===== src/rtl/request_unit.sv =====
// request_unit: sequences instruction-fetch and data-access requests for the
// single-cycle datapath, gates PC advance and register-file writes to completed
// instructions, and keeps a sticky halt flag plus a saturating stall counter.
module request_unit #(
    parameter int CNT_W = 32
) (
    input  logic             CLK,
    input  logic             nRST,
    input  logic             ihit,
    input  logic             dhit,
    input  logic             memread,
    input  logic             memwrite,
    input  logic             halt_req,
    output logic             imemREN,
    output logic             dmemREN,
    output logic             dmemWEN,
    output logic             pc_en,
    output logic             rf_wen_en,
    output logic             halt,
    output logic [CNT_W-1:0] stall_cnt
);

    typedef enum logic [1:0] {
        FETCH  = 2'd0,
        DATA   = 2'd1,
        HALTED = 2'd2
    } state_t;

    state_t            state_reg, state_next;
    logic              dmemren_reg, dmemren_next;
    logic              dmemwen_reg, dmemwen_next;
    logic              halt_reg, halt_next;
    logic [CNT_W-1:0]  stall_cnt_reg, stall_cnt_next;
    logic              pc_en_c;
    logic              rf_wen_en_c;
    logic              imemren_c;

    // State and latched data-request registers; all clear asynchronously on reset.
    always_ff @(posedge CLK or negedge nRST) begin
        if (!nRST) begin
            state_reg     <= FETCH;
            dmemren_reg   <= 1'b0;
            dmemwen_reg   <= 1'b0;
            halt_reg      <= 1'b0;
            stall_cnt_reg <= '0;
        end else begin
            state_reg     <= state_next;
            dmemren_reg   <= dmemren_next;
            dmemwen_reg   <= dmemwen_next;
            halt_reg      <= halt_next;
            stall_cnt_reg <= stall_cnt_next;
        end
    end

    // Next-state, request latching and completion strobes.
    always_comb begin
        state_next   = state_reg;
        dmemren_next = dmemren_reg;
        dmemwen_next = dmemwen_reg;
        halt_next    = halt_reg;
        pc_en_c      = 1'b0;
        rf_wen_en_c  = 1'b0;
        imemren_c    = 1'b0;
        case (state_reg)
            FETCH: begin
                imemren_c    = 1'b1;
                dmemren_next = 1'b0;
                dmemwen_next = 1'b0;
                if (ihit) begin
                    if (halt_req) begin
                        // HALT takes priority over any decoded memory access.
                        state_next = HALTED;
                        halt_next  = 1'b1;
                    end else if (memread || memwrite) begin
                        // Store wins when both are decoded.
                        state_next   = DATA;
                        dmemwen_next = memwrite;
                        dmemren_next = memread & ~memwrite;
                    end else begin
                        pc_en_c     = 1'b1;
                        rf_wen_en_c = 1'b1;
                    end
                end
            end
            DATA: begin
                if (dhit) begin
                    pc_en_c      = 1'b1;
                    rf_wen_en_c  = 1'b1;
                    state_next   = FETCH;
                    dmemren_next = 1'b0;
                    dmemwen_next = 1'b0;
                end
            end
            HALTED: begin
                dmemren_next = 1'b0;
                dmemwen_next = 1'b0;
                halt_next    = 1'b1;
            end
            default: begin
                state_next   = FETCH;
                dmemren_next = 1'b0;
                dmemwen_next = 1'b0;
            end
        endcase
    end

    // Stall counter: counts live cycles without PC advance, saturating at all-ones.
    always_comb begin
        stall_cnt_next = stall_cnt_reg;
        if ((state_reg != HALTED) && !pc_en_c && (stall_cnt_reg != {CNT_W{1'b1}})) begin
            stall_cnt_next = stall_cnt_reg + 1'b1;
        end
    end

    assign imemREN   = imemren_c;
    assign dmemREN   = dmemren_reg;
    assign dmemWEN   = dmemwen_reg;
    assign pc_en     = pc_en_c;
    assign rf_wen_en = rf_wen_en_c;
    assign halt      = halt_reg;
    assign stall_cnt = stall_cnt_reg;

endmodule


===== config.mk =====
export PLATFORM = sky130hd
export DESIGN_NAME = request_unit
export DESIGN_NICKNAME = d
export VERILOG_FILES = /design/src/rtl/request_unit.sv
export SDC_FILE = /design/constraint.sdc
export NUM_CORES = 1
export LEC_CHECK = 0
export ABC_AREA = 1
export BUFFER_PORTS_ARGS = -buffer_cell sky130_fd_sc_hd__buf_2
export CAP_MARGIN = 10
export CORE_MARGIN = 10
export CORE_UTILIZATION = 25
export CTS_CLUSTER_SIZE = 12
export DETAILED_ROUTE_END_ITERATION = 10
export PLACE_DENSITY = 0.48
export RECOVER_POWER = 50
export SETUP_SLACK_MARGIN = 0.5
export SLEW_MARGIN = 10
export SYNTH_ARGS = -nofsm -noshare
export SYNTH_HDL_FRONTEND = slang
export SYNTH_SLANG_ARGS = --single-unit

===== constraint.sdc =====
create_clock -name CLK -period 1.9 [get_ports CLK]
set_input_delay 0.095 -clock CLK [delete_from_list [all_inputs] [get_ports CLK]]
set_output_delay 0.095 -clock CLK [all_outputs]
set_load 0.02 [all_outputs]

==> results of run 1 <==
[Yosys cell counts]
library cell	n
nand2_1	204
nor2_1	49
inv_1	43
dfrtp_1	37
nand3_1	20
xnor2_1	8
xor2_1	7
buf_6	6
nor2_2	5
nor2_4	5
o21ai_0	3
nand2_2	2
o41ai_1	2
a211oi_1	1
buf_4	1
ha_1	1
nand2_4	1
nand3_2	1
nand3b_1	1
or2_2	1
[area by class of cell]
type,instances,area share
Sequential cell,37,0.267
Clock buffer,8,0.0254
Multi-Input combinational cell,313,0.438
Inverter,43,0.0465
Tap cell,133,0.0468
Timing Repair Buffer,95,0.176
[power breakdown]
part / total, mW / leakage (nW) / switching, mW / internal (mW)
Clock: 0.593 / 0.0455 / 0.297 / 0.297
Combinational: 1.43 / 1.25 / 0.883 / 0.542
Sequential: 0.972 / 0.472 / 0.105 / 0.867
[repair_timing]
item,in CTS,in global routing
pin swaps,4,3
hold endpoints to repair,36,0
setup buffers,7,9
setup endpoints to repair,34,35
resized for setup,26,19
cloned,2,0
hold buffers,2,0
[metal layers]
metal | vias up | global-route usage | share of wire
met4 | 0 | 0.0166 | 0.0096
met2 | 57 | 0.185 | 0.47
met1 | 1206 | 0.137 | 0.47
li1 | 1390 | - | -
met3 | 8 | 0.0330 | 0.055
met5 | - | 0 | 0
[worst min-delay path by stage]
stage	from	to	slack, ns	cells past startpoint
4_1_cts	halt_req	dmemWEN	0.003	2
3_3_place_gp	nRST	state_reg[0]	-0.02	1
3_5_place_dp	nRST	state_reg[0]	-0.02	1
5_1_grt	halt_req	dmemWEN	0.004	2
6_report	halt_req	dmemWEN	0.01	2
2_1_floorplan	nRST	dmemREN	-0.20	0
[through the flow]
step	std cells	area, um^2	setup WS [ns]
global placement	601	3160	0.0836
CTS	620	3460	0.312
detailed placement	601	3160	0.0228
global route	629	3550	0.132
floorplan	398	2590	0.443
finish	629	3550	0.290
[critical path, cell delays in order (launching register included)]
cell     delay, ns
dfrtp_1       0.44
ha_4          0.19
nand2_4       0.05
nor2_4        0.17
nand2_4       0.07
nor2_4        0.12
nand3_4       0.17
nand2_8       0.18
nand2_1       0.06
nand2_1       0.06
[cell families (layout without fill, tap and decap cells)]
| group | after synthesis | in the layout | share of synthesized area |
|---|---|---|---|
| buffers and inverters | 50 | 146 | 0.0934 |
| and+or+nand+nor | 289 | 291 | 0.468 |
| AOI/OAI and AO/OA | 6 | 6 | 0.0158 |
| adders and majority gates | 1 | 1 | 0.00494 |
| xor gates and xnor gates | 15 | 15 | 0.0519 |
| DFF | 37 | 37 | 0.366 |
==> impl_metrics.csv, run 1 <==
group,metric,value,unit
clock_network,clk_latency,0.29,ns
timing,rsz0062_at_grt,"true",
critical_path,r2r_end,"stall_cnt[7]",
placed_design,gp_congestion,0.871,
critical_path,startpoint_type,"register",
critical_path,reg2reg_from,"stall_cnt[1]",
global_route,antenna_found_initial,0,
floorplan,core.rowCount,36,
timing,setup_viol,0,
synth,avgSynthCellArea,6.36,um^2
synth,ys_types,20,
timing,finalHoldViolCount,0,
routing,ant_nets,0,
synth,ys_seq_area_frac,0.366,
critical_path,ff2ff_setup_slack,0.29,ns
routing,vias_per_cell,4.23,
clock_network,cts_buffers,5,
power,peakVddDrop,861,uV
clock_network,root_buffer,"clkbuf_8",
synth,synth_top_area_share,0.366,
critical_path,crit_start,"stall_cnt[1]",
clock_network,cts_htree_levels,2,
finish,multi_input_area,0.00156,mm^2
finish,largest_register_ffs,32,
clock_network,clock_sinks,37,
synth,yosys-top-cells-area,"dfrtp_1 (37%), nand2_1 (30%), nor2_1 (7.3%), inv_1 (6.4%), nand3_1 (4.0%)",
synth,synthesis.instances,398,
synth,synth-seq-cells,37,
worst_hold_path,hold_path_class,"primary input to register",
finish,antenna_cells,0,
global_route,grt_usage,0.110,
clock_network,clkTransAtPathRegs,0.08,ns
critical_path,cp.arrival,1.84,ns
critical_path,cp_max_fo,16,
synth,synth_top_area_cell,"dfrtp_1",
floorplan,initial_core_util,0.258,
routing,vias,2661,
synth,synthesis.area,0.00253,mm^2
floorplan,dieArea,0.0145,mm^2
timing,finalSetupTns,0,ns
critical_path,end_kind,"register",
routing,wl_per_cell,12.9,um
routing,routed_wl,8.11,mm
timing,worst_pin_slew,0.743,ns
clock_network,cts_tree,"done",
critical_path,crit_type,"register to register",
clock_network,cts_max_path_buffers,2,
timing,worst_slew_margin_rel,0.505,
finish,fin_nets,503,
global_route,grt_first_pass_wirelength,13.0,mm
placed_design,dp.final_hpwl,6.13,mm
run_status,outcome,"finished clean",
power,finalPower,2.99,mW
critical_path,crit_end,"stall_cnt[7]",
floorplan,ios,45,
timing,maxSlewViolCount,0,
floorplan,fp.coreArea,0.00982,mm^2
global_route,grt_max_degree,19,
finish,syn2layout_area_growth,40.4,%
run,maxCapViolations,0,
finish,layout_common_cells,"nand2_1 (187), buf_4 (45), inv_1 (42), nor2_1 (37), buf_2 (27)",
finish,layout_commonest_cell,"nand2_1",
timing,hold_slack,0.0138,ns
power,p_leak,1.76,nW
critical_path,cp.required,2.13,ns
finish,post-route-util,0.362,
timing,min_period_over_period,0.847,
routing,drc_errors,0,
floorplan,die_y,121,um
routing,firstDrtPassIters,4,
power,power_per_cell_area,842,mW/mm^2
timing,max_clock_freq,0.621,GHz
timing,finClkSkew,0.00593,ns
finish,seqCellArea,948,um^2
synth,yosysWarnings,0,
finish,num-fill-cells,1132,
global_route,grt.overflow.total,0,
floorplan,die_width,121,um
placed_design,port_buffers,44,
global_route,grt_pass1_vias,2629,
routing,drt_first_iter_violations,101,
synth,syn_nets,406,
finish,drive_gt1_frac,0.304,
critical_path,reg2reg_depth,9,
timing,min_period,1.61,ns
Note: power is estimated with default switching activity, not from simulation.
==> run 2: changes to the inputs <==
--- a/config.mk
+++ b/config.mk
@@ -5,14 +5,14 @@
 export SDC_FILE = /design/constraint.sdc
 export NUM_CORES = 1
 export LEC_CHECK = 0
-export ABC_AREA = 1
+export ABC_AREA = 0
 export BUFFER_PORTS_ARGS = -buffer_cell sky130_fd_sc_hd__buf_2
 export CAP_MARGIN = 10
 export CORE_MARGIN = 10
 export CORE_UTILIZATION = 25
 export CTS_CLUSTER_SIZE = 12
 export DETAILED_ROUTE_END_ITERATION = 10
-export PLACE_DENSITY = 0.48
+export PLACE_DENSITY = 0.49
 export RECOVER_POWER = 50
 export SETUP_SLACK_MARGIN = 0.5
 export SLEW_MARGIN = 10
==> constraint.sdc (replaced) <==
create_clock -name CLK -period 1.6 [get_ports CLK]
set_input_delay 0.08 -clock CLK [delete_from_list [all_inputs] [get_ports CLK]]
set_output_delay 0.08 -clock CLK [all_outputs]
set_load 0.02 [all_outputs]
==> run 2 against run 1 <==
Compared with the run above: the run now ends with negative setup slack left; clock power up 15%; via count shrank 31%; combinational power fell by 23%; clock-buffer cell count stayed put; power down 2.7%; worst setup slack worse by 0.58 ns; area after synthesis is 27% lower; critical path depth fell by 5; utilization grew 11 points; critical endpoint is now stall_cnt[1].
==> impl_metrics.csv, run 2 <==
group,metric,value,unit
clock_network,cts_tree,"done",
power,pwr-share-seq,0.387,
synth,ys_types,37,
finish,fin_nets,314,
routing,routed_wl,5.63,mm
critical_path,reg2reg_from,"stall_cnt[29]",
finish,drive_gt1_frac,0.616,
critical_path,cp.arrival,2.07,ns
finish,stdcell_area,0.00338,mm^2
timing,worst_slew_margin_rel,0.384,
floorplan,core.rowCount,31,
synth,avgSynthCellArea,10.2,um^2
power,finalPower,2.91,mW
synth,async_reset_ff_frac,1.00,
power,p_comb_frac,0.378,
critical_path,reg2reg_depth,4,
synth,synth-seq-cells,37,
timing,min_period_over_period,1.18,
critical_path,cp_max_fo,8,
placed_design,dp.final_hpwl,4.21,mm
clock_network,clkTransAtPathRegs,0.08,ns
run,maxCapViolations,0,
worst_hold_path,min_from,"memwrite",
placed_design,pre_cts_ws,-0.418,ns
routing,ant_nets,0,
global_route,grt_usage,0.102,
timing,finalSetupTns,-7.37,ns
synth,synthesis.instances,181,
routing,drt_first_iter_violations,54,
global_route,antenna_found_initial,0,
timing,rsz0062_at_grt,"true",
finish,antenna_cells,0,
floorplan,die_width,106,um
clock_network,clock_sinks,37,
critical_path,r2r_end,"stall_cnt[1]",
clock_network,cts_htree_levels,2,
critical_path,startpoint_type,"register",
floorplan,initial_core_util,0.257,
power,switchingPower,0.907,mW
critical_path,end_kind,"register",
run_status,outcome,"complete, but fails checks",
global_route,grt_pass1_vias,1940,
synth,synth_common_cells,"dfrtp_1 (37), nor2_1 (19), nand3_1 (18)",
placed_design,gp_congestion,0.759,
clock_network,root_buffer,"clkbuf_8",
clock_network,cts_buffers,5,
timing,finalHoldViolCount,0,
global_route,grt_max_degree,22,
floorplan,ios,45,
routing,vias,1836,
synth,yosys-top-cells-area,"dfrtp_1 (50%), xor2_1 (8.0%), nand3_1 (4.9%), xnor2_1 (4.3%), nor2_1 (3.8%)",
synth,yosysWarnings,0,
power,clockPowerShare,0.235,
critical_path,cp.required,1.78,ns
routing,firstDrtPassIters,4,
timing,setup_ws,-0.291,ns
synth,synth_top_area_share,0.499,
power,p_leak,1.56,nW
placed_design,port_buffers,44,
power,power.internal,2.00,mW
global_route,grt.overflow.total,0,
synth,yosysMostFrequentCell,"dfrtp_1",
timing,min_period,1.89,ns
power,peakVddDrop,813,uV
synth,synthesis.area,0.00185,mm^2
routing,wl_per_cell,13.9,um
critical_path,ff2ff_setup_slack,-0.29,ns
timing,worst_pin_slew,0.924,ns
synth,synthFlopType,"dfrtp_1",
synth,synth_top_area_cell,"dfrtp_1",
finish,largest_register_ffs,32,
clock_network,cts_max_path_buffers,2,
run_status,violations,"negative setup slack",
routing,vias_per_cell,4.52,
routing,drc_errors,0,
synth,ys_seq_area_frac,0.499,
worst_hold_path,hold_path_class,"primary input to register",
synth,syn_nets,189,
power,switching_share,0.312,
finish,syn2layout_area_growth,82.5,%
floorplan,die_y,106,um
timing,setup_viol,33,
placed_design,placed_cell_area,0.00275,mm^2
worst_hold_path,hold_depth,4,
critical_path,crit_type,"register to register",
floorplan,dieArea,0.0113,mm^2
finish,layout_commonest_cell,"buf_4",
timing,maxSlewViolCount,0,
synth,synth_edf_count,0,
worst_hold_path,min_to,"state_reg[0]",
global_route,grt_first_pass_wirelength,9.46,mm
floorplan,fp.coreArea,0.00721,mm^2
finish,num-fill-cells,701,
finish,layout_common_cells,"buf_4 (61), buf_6 (44), dfrtp_2 (23), xor2_1 (17), dfrtp_1 (14)",
timing,finClkSkew,0.00604,ns
timing,max_clock_freq,0.529,GHz
clock_network,clk_latency,0.29,ns
power,power_per_cell_area,860,mW/mm^2
run 2: cell types whose count changed after synthesis, sizes merged, moves of 9 or more:
cell   previous run  this run
nand4             0         9
xor2              7        17
nor3              0        11
inv              43         5
nand2           207        11
nor2             59        19
run 2: repair_timing:
item,in CTS,in global routing
resized for setup,56,65
hold buffers,1,0
hold endpoints to repair,16,0
pin swaps,14,13
setup buffers,7,5
setup endpoints to repair,42,66
gates cloned,0,0
run 2: cell type report:
cell class | count | area [um^2] | share of cell area
timing repair buffer | 122 | 1060 | 0.312
clock buffer | 8 | 90.1 | 0.0266
multi-input combinational | 135 | 1140 | 0.337
sequential | 37 | 955 | 0.282
tap | 99 | 124 | 0.0366
inverter | 5 | 18.8 | 0.00555
run 2: cell families after synthesis:
kind of cell             Yosys count  synth area share
adder cells (fa/ha/maj)            1           0.00675
flip-flops                        37             0.499
XOR/XNOR                          26             0.123
buffers and inverters              9            0.0216
AND/OR/NAND/NOR                   93             0.274
multiplexers                       3            0.0202
AO/OA/AOI/OAI                     12            0.0553
run 2: worst max-delay path: stages, from the launching register on:
cell and delay (ns):
dfrtp_2 0.37, nand3_2 0.09, or4_4 0.57, o31a_1 0.43, mux2_4 0.33
run 2: how the worst max path moves through the flow:
stage	from	depth (start not counted)	slack [ns]	end
2_1_floorplan	stall_cnt[0]	6	-0.37	stall_cnt[1]
3_3_place_gp	stall_cnt[6]	7	-0.40	stall_cnt[30]
3_5_place_dp	stall_cnt[6]	7	-0.42	stall_cnt[30]
4_1_cts	stall_cnt[31]	4	-0.30	stall_cnt[1]
5_1_grt	state_reg[0]	7	-0.40	stall_cnt[4]
6_report	stall_cnt[29]	4	-0.29	stall_cnt[1]
run 2: per-layer routing:
layer / GRT usage / vias to the layer above / part of all wire
met3: 0.0374 / 8 / 0.052
li1: - / 906 / -
met1: 0.124 / 885 / 0.45
met5: 0 / - / 0
met4: 0.0251 / 0 / 0.0096
met2: 0.167 / 37 / 0.49
run 2: power groups by stage:
stage / registers (mW) / clock network (mW) / logic, mW
finish: 1.13 / 0.684 / 1.10
global route: 1.14 / 0.748 / 1.20
CTS: 1.11 / 0.716 / 1.02
detailed placement: 1.12 / 0 / 0.809
global placement: 1.12 / 0 / 0.793
floorplan: 1.27 / 0 / 0.274
run 2: per-stage QoR:
stage | cells | util | hold slack, ns
after floorplan | 181 | - | -0.216
after global placement | 385 | 0.381 | 0.0425
after detailed placement | 385 | 0.381 | 0.0392
after CTS | 401 | 0.436 | 0.110
after global routing | 406 | 0.469 | 0.133
final | 406 | 0.469 | 0.118
==> run 3: changes to the inputs <==
--- a/config.mk
+++ b/config.mk
@@ -5,14 +5,14 @@
 export SDC_FILE = /design/constraint.sdc
 export NUM_CORES = 1
 export LEC_CHECK = 0
-export ABC_AREA = 0
+export ABC_AREA = 1
 export BUFFER_PORTS_ARGS = -buffer_cell sky130_fd_sc_hd__buf_2
 export CAP_MARGIN = 10
 export CORE_MARGIN = 10
 export CORE_UTILIZATION = 25
 export CTS_CLUSTER_SIZE = 12
 export DETAILED_ROUTE_END_ITERATION = 10
-export PLACE_DENSITY = 0.49
+export PLACE_DENSITY = 0.48
 export RECOVER_POWER = 50
 export SETUP_SLACK_MARGIN = 0.5
 export SLEW_MARGIN = 10
==> run 3 against run 2 <==
Compared with the run above: the run now ends clean; first-iteration DRC count increased by 56%; maximum frequency increased by 22%; critical endpoint is now stall_cnt[3]; cell count increased by 55%; clock power decreased by 1%; routed wire length increased by 48%; clock skew decreased by 0.0016 ns; utilization decreased by 8.0 points; critical path depth increased by 6.
==> impl_metrics.csv, run 3 (synthesis gave the netlist of run 1 again) <==
group,metric,value,unit
run_status,outcome,"finished clean",
critical_path,startpoint_type,"register",
timing,setup_viol,0,
timing,worst_pin_slew,0.554,ns
finish,syn2layout_area_growth,50.7,%
timing,finClkSkew,0.00441,ns
placed_design,port_buffers,44,
global_route,grt_pass1_vias,2602,
timing,finalHoldViolCount,0,
floorplan,fp.coreArea,0.00982,mm^2
floorplan,core.rowCount,36,
clock_network,cts_tree,"done",
clock_network,cts_max_path_buffers,2,
critical_path,end_kind,"register",
clock_network,cts_buffers,5,
routing,drc_errors,0,
floorplan,ios,45,
finish,layout_common_cells,"nand2_1 (183), inv_1 (42), nor2_1 (36), buf_6 (35), buf_4 (32)",
critical_path,crit_type,"register to register",
timing,rsz0062_at_grt,"true",
finish,antenna_cells,0,
worst_hold_path,hold_path_class,"primary input to register",
global_route,grt_max_degree,23,
power,p_leak,1.91,nW
timing,min_period_over_period,0.965,
floorplan,initial_core_util,0.258,
timing,max_clock_freq,0.648,GHz
global_route,grt.overflow.total,0,
global_route,antenna_found_initial,0,
placed_design,gp_congestion,0.818,
floorplan,die_y,121,um
floorplan,die_width,121,um
clock_network,clk_latency,0.29,ns
routing,vias,2671,
worst_hold_path,min_from,"memread",
routing,firstDrtPassIters,4,
timing,setup_ws,0.0563,ns
routing,routed_wl,8.31,mm
placed_design,dp.final_hpwl,6.04,mm
critical_path,cp.required,1.83,ns
clock_network,root_buffer,"clkbuf_8",
routing,wl_per_cell,13.2,um
routing,drt_first_iter_violations,84,
global_route,grt_first_pass_wirelength,13.1,mm
critical_path,crit_start,"stall_cnt[1]",
critical_path,reg2reg_from,"stall_cnt[1]",
timing,hold_slack,0.0953,ns
power,peakVddDrop,741,uV
global_route,grt_usage,0.110,
routing,vias_per_cell,4.24,
critical_path,cp_max_fo,7,
routing,ant_nets,0,
power,power_per_cell_area,1060,mW/mm^2
floorplan,dieArea,0.0145,mm^2
finish,drive_gt1_frac,0.360,
run,maxCapViolations,0,
finish,layout_commonest_cell,"nand2_1",
timing,maxSlewViolCount,0,
clock_network,clkTransAtPathRegs,0.08,ns
clock_network,cts_htree_levels,2,
placed_design,pre_cts_ws,0.0432,ns
timing,worst_slew_margin_rel,0.631,
finish,fin_nets,504,
clock_network,clock_sinks,37,
critical_path,cp.arrival,1.78,ns
timing,min_period,1.54,ns
finish,largest_register_ffs,32,
==> run 3: cell types whose count changed in the layout (fill, tap and decap cells not counted), moves of 8 or more <==
| cell | previous run | this run |
|---|---|---|
| nand4_1 | 9 | 0 |
| buf_6 | 44 | 35 |
| nor2_2 | 4 | 14 |
| nor2_1 | 13 | 36 |
| xor2_1 | 17 | 7 |
| inv_1 | 5 | 42 |
| nand2_1 | 9 | 183 |
| nand2_2 | 2 | 19 |
| buf_4 | 61 | 32 |
| buf_2 | 11 | 19 |
==> run 3: final cells by class <==
cell class | count | area, um^2
tap | 133 | 166
sequential | 37 | 957
inverter | 43 | 166
clock inverter | 2 | 10.0
clock buffer | 6 | 72.6
timing repair buffer | 98 | 886
multi-input combinational | 311 | 1560
fill | 1095 | 6000
==> run 3: power breakdown <==
part	switching (mW)	internal [mW]
sequential	0.122	1.04
combinational	1.15	1.04
clock	0.372	0.303
==> run 3: layer usage <==
layer | track usage | share of wire | vias to the layer above
met5 | 0 | 0 | -
met4 | 0.0226 | 0.0081 | 0
li1 | - | - | 1392
met3 | 0.0284 | 0.040 | 5
met2 | 0.181 | 0.48 | 40
met1 | 0.141 | 0.47 | 1234
==> run 3: path summary, 6_finish.rpt <==
path	slack (ns)	depth (start not counted)	end
setup / recovery	0.06	10	stall_cnt[3]
max in group asynchronous	0.40	3	stall_cnt[26]
hold reg to reg	0.50	1	halt
min in group asynchronous	0.27	2	dmemREN
hold / removal	0.1	3	dmemREN
setup reg to reg	0.06	10	stall_cnt[3]
==> run 3: stage by stage <==
step                power (mW)  setup TNS, ns  utilization  instances  cell area [um^2]
floorplan                 2.17              0            -        398              2600
global placement          2.64              0        0.323        597              3180
detailed placement        2.65              0        0.323        597              3180
CTS                       3.48              0        0.346        613              3390
global route              4.27         -0.705        0.389        630              3810
finish                    4.03              0        0.389        630              3810
==> run 3: what timing repair did <==
action                                 CTS  global route
endpoints found under the hold margin   19             0
buffers inserted                         5            15
pin swaps                                2            11
cloned                                   0             2
hold buffers                             3             0
gates resized for setup                 23            84
setup endpoints to repair               45            57
==> run 3: critical path, cell delays in order, from the launching register on <==
cell       delay [ns]
dfrtp_2          0.40
ha_4             0.16
nand2_2          0.07
nor2_4           0.14
nand2_4          0.08
nor2_4           0.12
nand3_2          0.09
nand2_4          0.15
clkbuf_16        0.18
nand2_1          0.05
nand2_1          0.05
